===== src/rtl/record_stream_packer.sv =====
// Captures record words on wordValid rising edges into an FWFT FIFO and streams
// them out as AXI4-Stream packets of WORDS_PER_PKT beats, with early close on flush.
module record_stream_packer #(
  parameter int unsigned DEPTH         = 16,
  parameter int unsigned WORDS_PER_PKT = 8
) (
  input  logic                     clk,
  input  logic                     reset,
  input  logic                     enable,
  input  logic [31:0]              wordIn,
  input  logic                     wordValid,
  input  logic                     flush,
  input  logic                     overflowClear,
  output logic [31:0]              m_axis_tdata,
  output logic                     m_axis_tvalid,
  output logic                     m_axis_tlast,
  input  logic                     m_axis_tready,
  output logic [$clog2(DEPTH):0]   fifoCount,
  output logic                     overflow,
  output logic [15:0]              dropCount
);

  localparam int unsigned PW   = $clog2(DEPTH);
  localparam int unsigned CNTW = PW + 1;
  localparam int unsigned PCW  = (WORDS_PER_PKT > 1) ? $clog2(WORDS_PER_PKT) : 1;
  localparam int unsigned DW   = 32;
  localparam int unsigned DCW  = 16;

  logic [DW-1:0]   mem_q [DEPTH];
  logic [DEPTH-1:0] tag_q, tag_d;
  logic [PW-1:0]   wr_ptr_q, wr_ptr_d;
  logic [PW-1:0]   rd_ptr_q, rd_ptr_d;
  logic [CNTW-1:0] count_q, count_d;
  logic [PCW-1:0]  push_cnt_q, push_cnt_d;
  logic            flush_pend_q, flush_pend_d;
  logic            wv_q, wv_d;
  logic            ov_q, ov_d;
  logic [DCW-1:0]  drop_q, drop_d;
  logic            tvalid_q, tvalid_d;
  logic            tlast_q, tlast_d;
  logic [DW-1:0]   tdata_q, tdata_d;

  logic            capture;
  logic            pop;
  logic            full;
  logic            push;
  logic            drop;
  logic            tag_push;
  logic            tail_popping;
  logic [PW-1:0]   last_idx;

  // Next-state logic for pointers, packet tagging, overflow and output staging.
  always_comb begin
    capture      = enable & wordValid & ~wv_q;
    pop          = tvalid_q & m_axis_tready;
    full         = (count_q == CNTW'(DEPTH));
    push         = capture & (~full | pop);
    drop         = capture & ~push;
    tag_push     = (push_cnt_q == PCW'(WORDS_PER_PKT - 1)) | flush_pend_q | flush;
    tail_popping = pop & (count_q == CNTW'(1));
    last_idx     = wr_ptr_q - PW'(1);

    wv_d         = wordValid;
    tag_d        = tag_q;
    wr_ptr_d     = wr_ptr_q;
    rd_ptr_d     = rd_ptr_q;
    count_d      = count_q;
    push_cnt_d   = push_cnt_q;
    flush_pend_d = flush_pend_q;
    ov_d         = ov_q;
    drop_d       = drop_q;
    tvalid_d     = 1'b0;
    tlast_d      = 1'b0;
    tdata_d      = '0;

    if (push) begin
      tag_d[wr_ptr_q] = tag_push;
      wr_ptr_d        = wr_ptr_q + PW'(1);
      if (tag_push) begin
        push_cnt_d   = '0;
        flush_pend_d = 1'b0;
      end else begin
        push_cnt_d = push_cnt_q + PCW'(1);
      end
    end else if (flush && (push_cnt_q != '0)) begin
      // Retag the newest buffered word unless it is leaving this cycle.
      if ((count_q != '0) && !tail_popping) begin
        tag_d[last_idx] = 1'b1;
        push_cnt_d      = '0;
      end else begin
        flush_pend_d = 1'b1;
      end
    end

    if (pop) begin
      rd_ptr_d = rd_ptr_q + PW'(1);
    end

    if (push && !pop) begin
      count_d = count_q + CNTW'(1);
    end else if (!push && pop) begin
      count_d = count_q - CNTW'(1);
    end

    if (drop) begin
      ov_d = 1'b1;
      if (overflowClear) begin
        drop_d = DCW'(1);
      end else if (drop_q != {DCW{1'b1}}) begin
        drop_d = drop_q + DCW'(1);
      end
    end else if (overflowClear) begin
      ov_d   = 1'b0;
      drop_d = '0;
    end

    // Stage next head; a word pushed into an emptying FIFO bypasses the array.
    tvalid_d = (count_d != '0);
    if (tvalid_d) begin
      tlast_d = tag_d[rd_ptr_d];
      if (push && (wr_ptr_q == rd_ptr_d)) begin
        tdata_d = wordIn;
      end else begin
        tdata_d = mem_q[rd_ptr_d];
      end
    end
  end

  always_ff @(posedge clk) begin
    if (reset) begin
      tag_q        <= '0;
      wr_ptr_q     <= '0;
      rd_ptr_q     <= '0;
      count_q      <= '0;
      push_cnt_q   <= '0;
      flush_pend_q <= 1'b0;
      wv_q         <= 1'b0;
      ov_q         <= 1'b0;
      drop_q       <= '0;
      tvalid_q     <= 1'b0;
      tlast_q      <= 1'b0;
      tdata_q      <= '0;
    end else begin
      tag_q        <= tag_d;
      wr_ptr_q     <= wr_ptr_d;
      rd_ptr_q     <= rd_ptr_d;
      count_q      <= count_d;
      push_cnt_q   <= push_cnt_d;
      flush_pend_q <= flush_pend_d;
      wv_q         <= wv_d;
      ov_q         <= ov_d;
      drop_q       <= drop_d;
      tvalid_q     <= tvalid_d;
      tlast_q      <= tlast_d;
      tdata_q      <= tdata_d;
    end
  end

  // Storage array; contents are don't-care until written, so no reset.
  always_ff @(posedge clk) begin
    if (push && !reset) begin
      mem_q[wr_ptr_q] <= wordIn;
    end
  end

  assign m_axis_tdata  = tdata_q;
  assign m_axis_tvalid = tvalid_q;
  assign m_axis_tlast  = tlast_q;
  assign fifoCount     = count_q;
  assign overflow      = ov_q;
  assign dropCount     = drop_q;

endmodule


===== config.mk =====
export PLATFORM = sky130hd
export DESIGN_NAME = record_stream_packer
export DESIGN_NICKNAME = d
export VERILOG_FILES = /design/src/rtl/record_stream_packer.sv
export SDC_FILE = /design/constraint.sdc
export NUM_CORES = 1
export LEC_CHECK = 0
export ABC_CLOCK_PERIOD_IN_PS = 4720
export BUFFER_PORTS_ARGS = -buffer_cell sky130_fd_sc_hd__buf_2
export CAP_MARGIN = 20
export CORE_ASPECT_RATIO = 0.75
export CORE_UTILIZATION = 39
export DETAILED_ROUTE_END_ITERATION = 8
export PLACE_DENSITY = 0.57
export SLEW_MARGIN = 20
export SYNTH_ARGS = -nofsm -noshare
export SYNTH_HDL_FRONTEND = slang
export SYNTH_SLANG_ARGS = --single-unit

===== constraint.sdc =====
create_clock -name clk -period 4.72 [get_ports clk]
set_input_delay 0.944 -clock clk [delete_from_list [all_inputs] [get_ports clk]]
set_output_delay 0.944 -clock clk [all_outputs]
set_load 0.02 [all_outputs]

-- After elaboration in Yosys (flattened, before gate mapping)
Memories as Yosys holds them, arrays and structs flattened. A register that Yosys moved wholly into a read port is not among the register bits.
Index checks and enable logic that the tools add are counted.
- register bits after elaboration: 53
- latch bits: 0
- memory bits (writable): 512
- ROM bits: 0
- bits of input ports: 39
- output and inout bits: 56
- memories: 1
- memory list (memory ; depth ; width ; rd ports ; clocked after memory_dff ; wr ports ; RTL line ; text):
    mem_q ; 16 ; 32 ; 1 ; 1 ; 1 ; 29 ; logic [DW-1:0] mem_q [DEPTH];
- add/subtract/negate cells: 7
- multiply operators: 0
- div/mod/pow operators: 0
- magnitude comparators: 5
- equal/unequal tests: 6
- shifts and indexed selects: 0
- multiplexer cells: 29
- bitwise logic cells: 14
- reduce and logical (&&, ||, !) cells: 22
- operators with widths (kind ; count):
    2-to-1 mux 16 bit ; 7
    adder 16 x 1 -> 16 bit, second input constant ; 1
    bitwise mux 16 bit ; 1
    inequality test 16 bit, second input constant ; 1
    bitwise OR 16 bit ; 1
    < comparator 4 x 5 -> 1 bit, second input constant ; 3
    2-to-1 mux 3 bit ; 4
    2-to-1 mux 1 bit ; 11
    2-to-1 mux 5 bit ; 2
    nonzero test 5 bit ; 2
    adder 4 x 1 -> 4 bit, second input constant ; 2
    demux 1 bit (select 4 bit) ; 2
    greater-or-equal comparator 4 x 1 -> 1 bit, second input constant ; 2
    nonzero test 2 bit ; 4
    logical AND 1 bit ; 7
    AND 1 bit ; 6
    adder 5 x 1 -> 5 bit, second input constant ; 1
    equality test 5 x 1 -> 1 bit, second input constant ; 1
    equality test 5 bit, second input constant ; 1
    subtractor 5 x 1 -> 5 bit, second input constant ; 1
    binary-select mux 1 bit (select 4 bit) ; 1
    zero test 1 bit ; 4
    2-to-1 mux 4 bit ; 1
    NOT 1 bit ; 4
    other kinds (10) ; 13

-- Depth between registers and ports, before layout
- depth after elaboration: 11
- depth in mapped cells: 11
- mapped depth without buffers: 9

-- Worst setup path after synthesis
No wires, ideal clock.
- path kind: flip-flop to flip-flop
- start point: register count_q[0] (netlist: fifoCount[0])
- end point: memory mem_q[14][0], enable pin
- setup time: 0.421 ns
- arrival time: 3.359 ns
- slack: 0.940 ns
- stages on the path, launching flop included: 8
- cell sequence: dfxtp_1 > inv_1 > ha_1 > nor4bb_4 > a21oi_2 > clkbuf_1 > nand3_1 > nor2_1
- cells in the longest elaborated chain, start to end: 7
- ends and longest elaborated chain (element ; RTL line ; text):
    from (decl) ; 33 ; logic [CNTW-1:0] count_q, count_d;
    from (signal assigned) ; 147 ; count_q <= count_d;
    equality test 5 bit ; 56 ; full = (count_q == CNTW'(DEPTH));
    NOT 1 bit ; 57 ; push = capture & (~full | pop);
    bitwise OR 1 bit ; 57 ;
    AND 1 bit ; 57 ;
    logical AND 1 bit ; 161 ; if (push && !reset) begin
    2-to-1 mux 1 bit ; 161 ;
    2-to-1 mux 1 bit (implied by the code) ; 162 ; mem_q[wr_ptr_q] <= wordIn;
    to (decl) ; 29 ;
Every way passes these cells.

-- Final worst setup path
- start point: register count_q[0] (netlist: fifoCount[0])
- end point: register tlast_q (netlist: m_axis_tlast)
- cells in the longest elaborated chain, start to end: 11
- ends and longest elaborated chain (element ; RTL line ; text):
    parallel branches: the longest is 11 deep, another holds 2-to-1 mux 16 bit ; -- ;
    to (signal assigned) ; 154 ; tlast_q <= tlast_d;
    to (decl) ; 40 ; logic tlast_q, tlast_d;
Parallel ways; which one is timed is not known. The select of a mux whose other input is x is not followed.
A chain may end at the register's enable or synchronous reset.

==> flow_summary.json <==
{
  "setup_viol": 0,
  "cp_slowest_cell": "nor4bb_4",
  "synth_edf_count": 512,
  "totalPowerFinal_mw": 12.70,
  "drv_slew": 0,
  "area_delta_synth_final_pct": 14.96,
  "r2r_start": "fifoCount[0]$_SDFF_PP0_",
  "max-slew-margin-rel_pct": 50.55,
  "r2r_end": "m_axis_tlast$_SDFF_PP0_",
  "core_um2": 59540,
  "antenna_found_initial": 5,
  "overflow": 0,
  "fmax_ghz": 0.2861,
  "post-route-period-util_pct": 74.06,
  "place_area_um2": 25460,
  "syn_area_um2": 23730,
  "reg2reg_depth": 9,
  "cp_data_arrival_time_ps": 4050,
  "grt_max_degree": 61,
  "worstHoldEndpoint": "overflow$_SDFFE_PP0P_",
  "hold_viol": 0,
  "crit_path_max_fanout": 11,
  "yosys-top-cells-area": "edfxtp_1 65%, mux4_2 12%, dfxtp_1 7.2%, a22oi_1 2.1%, nor2_1 1.1%",
  "worst_slew_pin_slew_ps": 740.7,
  "grtUsageTotal_pct": 18.69,
  "ys_ff_latch": 597,
  "avgViaCountPerCell": 5.630,
  "wl_um": 57100,
  "synth_top_area_share_pct": 64.80,
  "finalClockSkew_ps": 12.00,
  "first_iter_violations": 1277,
  "io_buffer_count": 94,
  "cts_tree": "built",
  "ant_nets": 0,
  "grt_pass1_wl_um": 85240,
  "synth_top_cell_by_area": "edfxtp_1",
  "htreeDepth": 2,
  "p_leak_nw": 8.864,
  "holdBufCountCts": 0,
  "layout_commonest_cell": "edfxtp_1",
  "path_class": "reg -> reg",
  "synthFlopType": "edfxtp_1",
  "drc": 0,
  "pre_cts_ws_ps": 999.7,
  "routedWlPerCell_um": 25.10,
  "dieWidth_um": 286.8,
  "worst_setup_path_end_kind": "flip-flop",
  "most-common-layout-cells": "512 x edfxtp_1, 128 x mux4_2, 94 x buf_2, 85 x dfxtp_1, 65 x a22oi_1",
  "crit_chain": "inv_1 > ha_1 > nor4bb_4 > a21oi_2 > nor4_4 > a311oi_1 > a2111oi_2 > and3_1 > a41o_1",
  "vias": 12810,
  "syn-instance-count": 1321,
  "fillCellCount": 5108,
  "globalplace.congestion": 0.8102,
  "grt_pass1_vias": 12970,
  "max_stage_delay_ps": 720,
  "syn_area_per_cell_um2": 17.96,
  "ys_types": 77,
  "io_pins": 95,
  "vdd_drop_max_v": 0.0002630,
  "timing.critical_path.from_type": "flip-flop",
  "hold_path_class": "reg -> reg",
  "die_h_um": 215.6,
  "post-cts-setup-buffers": 0,
  "first_pass_iters": 5,
  "min_path_cells": 2,
  "period_needed_ps": 3496,
  "hold_path.startpoint": "overflow$_SDFFE_PP0P_",
  "fin_tns_setup_ps": 0,
  "cts-root-buf": "clkbuf_16",
  "cts_resized": 0,
  "cap_viol_max_count": 0,
  "ys_warn_count": 0,
  "setup_ws_ps": 1224,
  "hpwl_um": 31540,
  "hold_ws_ps": 468.7,
  "async_flop_share_pct": 0,
  "finalInstanceArea_um2": 27270,
  "r2r_slack_ps": 1220,
  "worstPathRequired_ps": 5280,
  "numCtsBuffers": 57,
  "rows": 77,
  "rsz0062_at_grt": "no",
  "die-area_um2": 61830,
  "drive_gt1_share_pct": 27.43,
  "syn_nets": 1373,
  "cellPowerDensity_nw_per_um2": 465.5,
  "yosysSeqAreaShare_pct": 71.98,
  "clk_pin_slew_ps": 60,
  "start_util_pct": 39.85,
  "final_nets": 1487,
  "cts_sinks": 597,
  "insertion_delay_ps": 610,
  "outcome": "finished, final reports clean",
  "clockBufferDepth": 3
}
## sequential cells by signal, indices dropped and copies added, names as in the netlist
name           flops
rd_ptr_q           4
wv_q               1
tag_q             16
overflow           1
flush_pend_q       1
mem_q            512
fifoCount          5
m_axis_tdata      32
wr_ptr_q           4
m_axis_tlast       1
dropCount         16
m_axis_tvalid      1
push_cnt_q         3
## per-stage QoR
step	std cells	util (%)
after detailed placement	2166	42.77
after floorplan	1321	-
after CTS	2274	45.81
final	2275	45.81
after global routing	2274	45.81
after global placement	2166	42.77
## final cells by class
| cell class | count | area (um^2) | share of cell area, % |
|---|---|---|---|
| clock buffers | 72 | 1544 | 5.661 |
| repair buffers | 136 | 998.5 | 3.661 |
| flip-flops and latches | 597 | 17080 | 62.61 |
| inverters | 15 | 56.30 | 0.2064 |
| well taps | 790 | 988.4 | 3.624 |
| multi-input cells | 628 | 6345 | 23.26 |
| clock inverters | 36 | 264.0 | 0.9679 |
| diodes | 1 | 2.502 | 0.009175 |
## Yosys cell counts (3+ instances only)
cell	count
a211oi_1	9
a21o_1	34
a21oi_1	47
a22oi_1	65
a311oi_1	8
a31oi_1	7
a32oi_1	3
and2_1	7
and3_1	6
buf_1	3
buf_2	32
buf_4	6
buf_6	5
clkbuf_1	35
dfxtp_1	85
edfxtp_1	512
ha_1	13
inv_1	14
mux2_2	7
mux2i_1	9
mux4_2	128
nand2_1	60
nand2b_1	6
nand3_1	23
nand4_1	13
nor2_1	72
nor2b_1	5
nor3_1	12
nor4_1	5
o21ai_0	6
or2_2	3
or3_1	3
xnor2_1	16
xor2_1	8
## worst max-delay path: cells and delay by family, from the launching register on
| kind | cells | cell delay, ps |
|---|---|---|
| AND/OR/NAND/NOR | 3 | 1630 |
| AO/OA/AOI/OAI | 4 | 1030 |
| flip-flops | 1 | 410 |
| adder cells (fa/ha/maj) | 1 | 230 |
| buffers and inverters | 1 | 120 |
## power by group
| part | internal (mW) | leakage (nW) | switching (mW) |
|---|---|---|---|
| logic | 1.08 | 2.68 | 1.22 |
| clock network | 2.44 | 0.891 | 2.00 |
| registers | 5.86 | 5.30 | 0.107 |
| total | 9.37 | 8.86 | 3.33 |
## per-layer routing
layer	vias up	global-route usage, %	part of all wire [%]
met5	-	0	0.077
li1	5586	-	-
met1	6744	28.41	46
met4	6	4.078	1.3
met2	408	27.97	45
met3	64	3.340	7.0
## worst max path at each step
stage	depth (start not counted)	end	slack, ps	start
global route	9	m_axis_tlast$_SDFF_PP0_	960	fifoCount[0]$_SDFF_PP0_
CTS	9	m_axis_tlast$_SDFF_PP0_	1260	fifoCount[0]$_SDFF_PP0_
global placement	9	m_axis_tdata[15]$_SDFF_PP0_	990	m_axis_tready
finish	9	m_axis_tlast$_SDFF_PP0_	1220	fifoCount[0]$_SDFF_PP0_
floorplan	7	mem_q[14][0]$_DFFE_PP_	940	fifoCount[0]$_SDFF_PP0_
detailed placement	9	m_axis_tdata[15]$_SDFF_PP0_	1000	m_axis_tready
## logic make-up (layout without fill, tap and decap cells)
family / Yosys count / after routing / synth area share (%)
buffers and inverters: 96 / 259 / 1.941
and+or+nand+nor: 236 / 236 / 5.058
other: 0 / 1 / 0
xor gates and xnor gates: 26 / 26 / 1.023
AOI/OAI and AO/OA: 209 / 209 / 6.455
adders and majority gates: 13 / 13 / 0.6856
muxes: 144 / 144 / 12.86
DFF: 597 / 597 / 71.98
(Power assumes the default switching activity.)
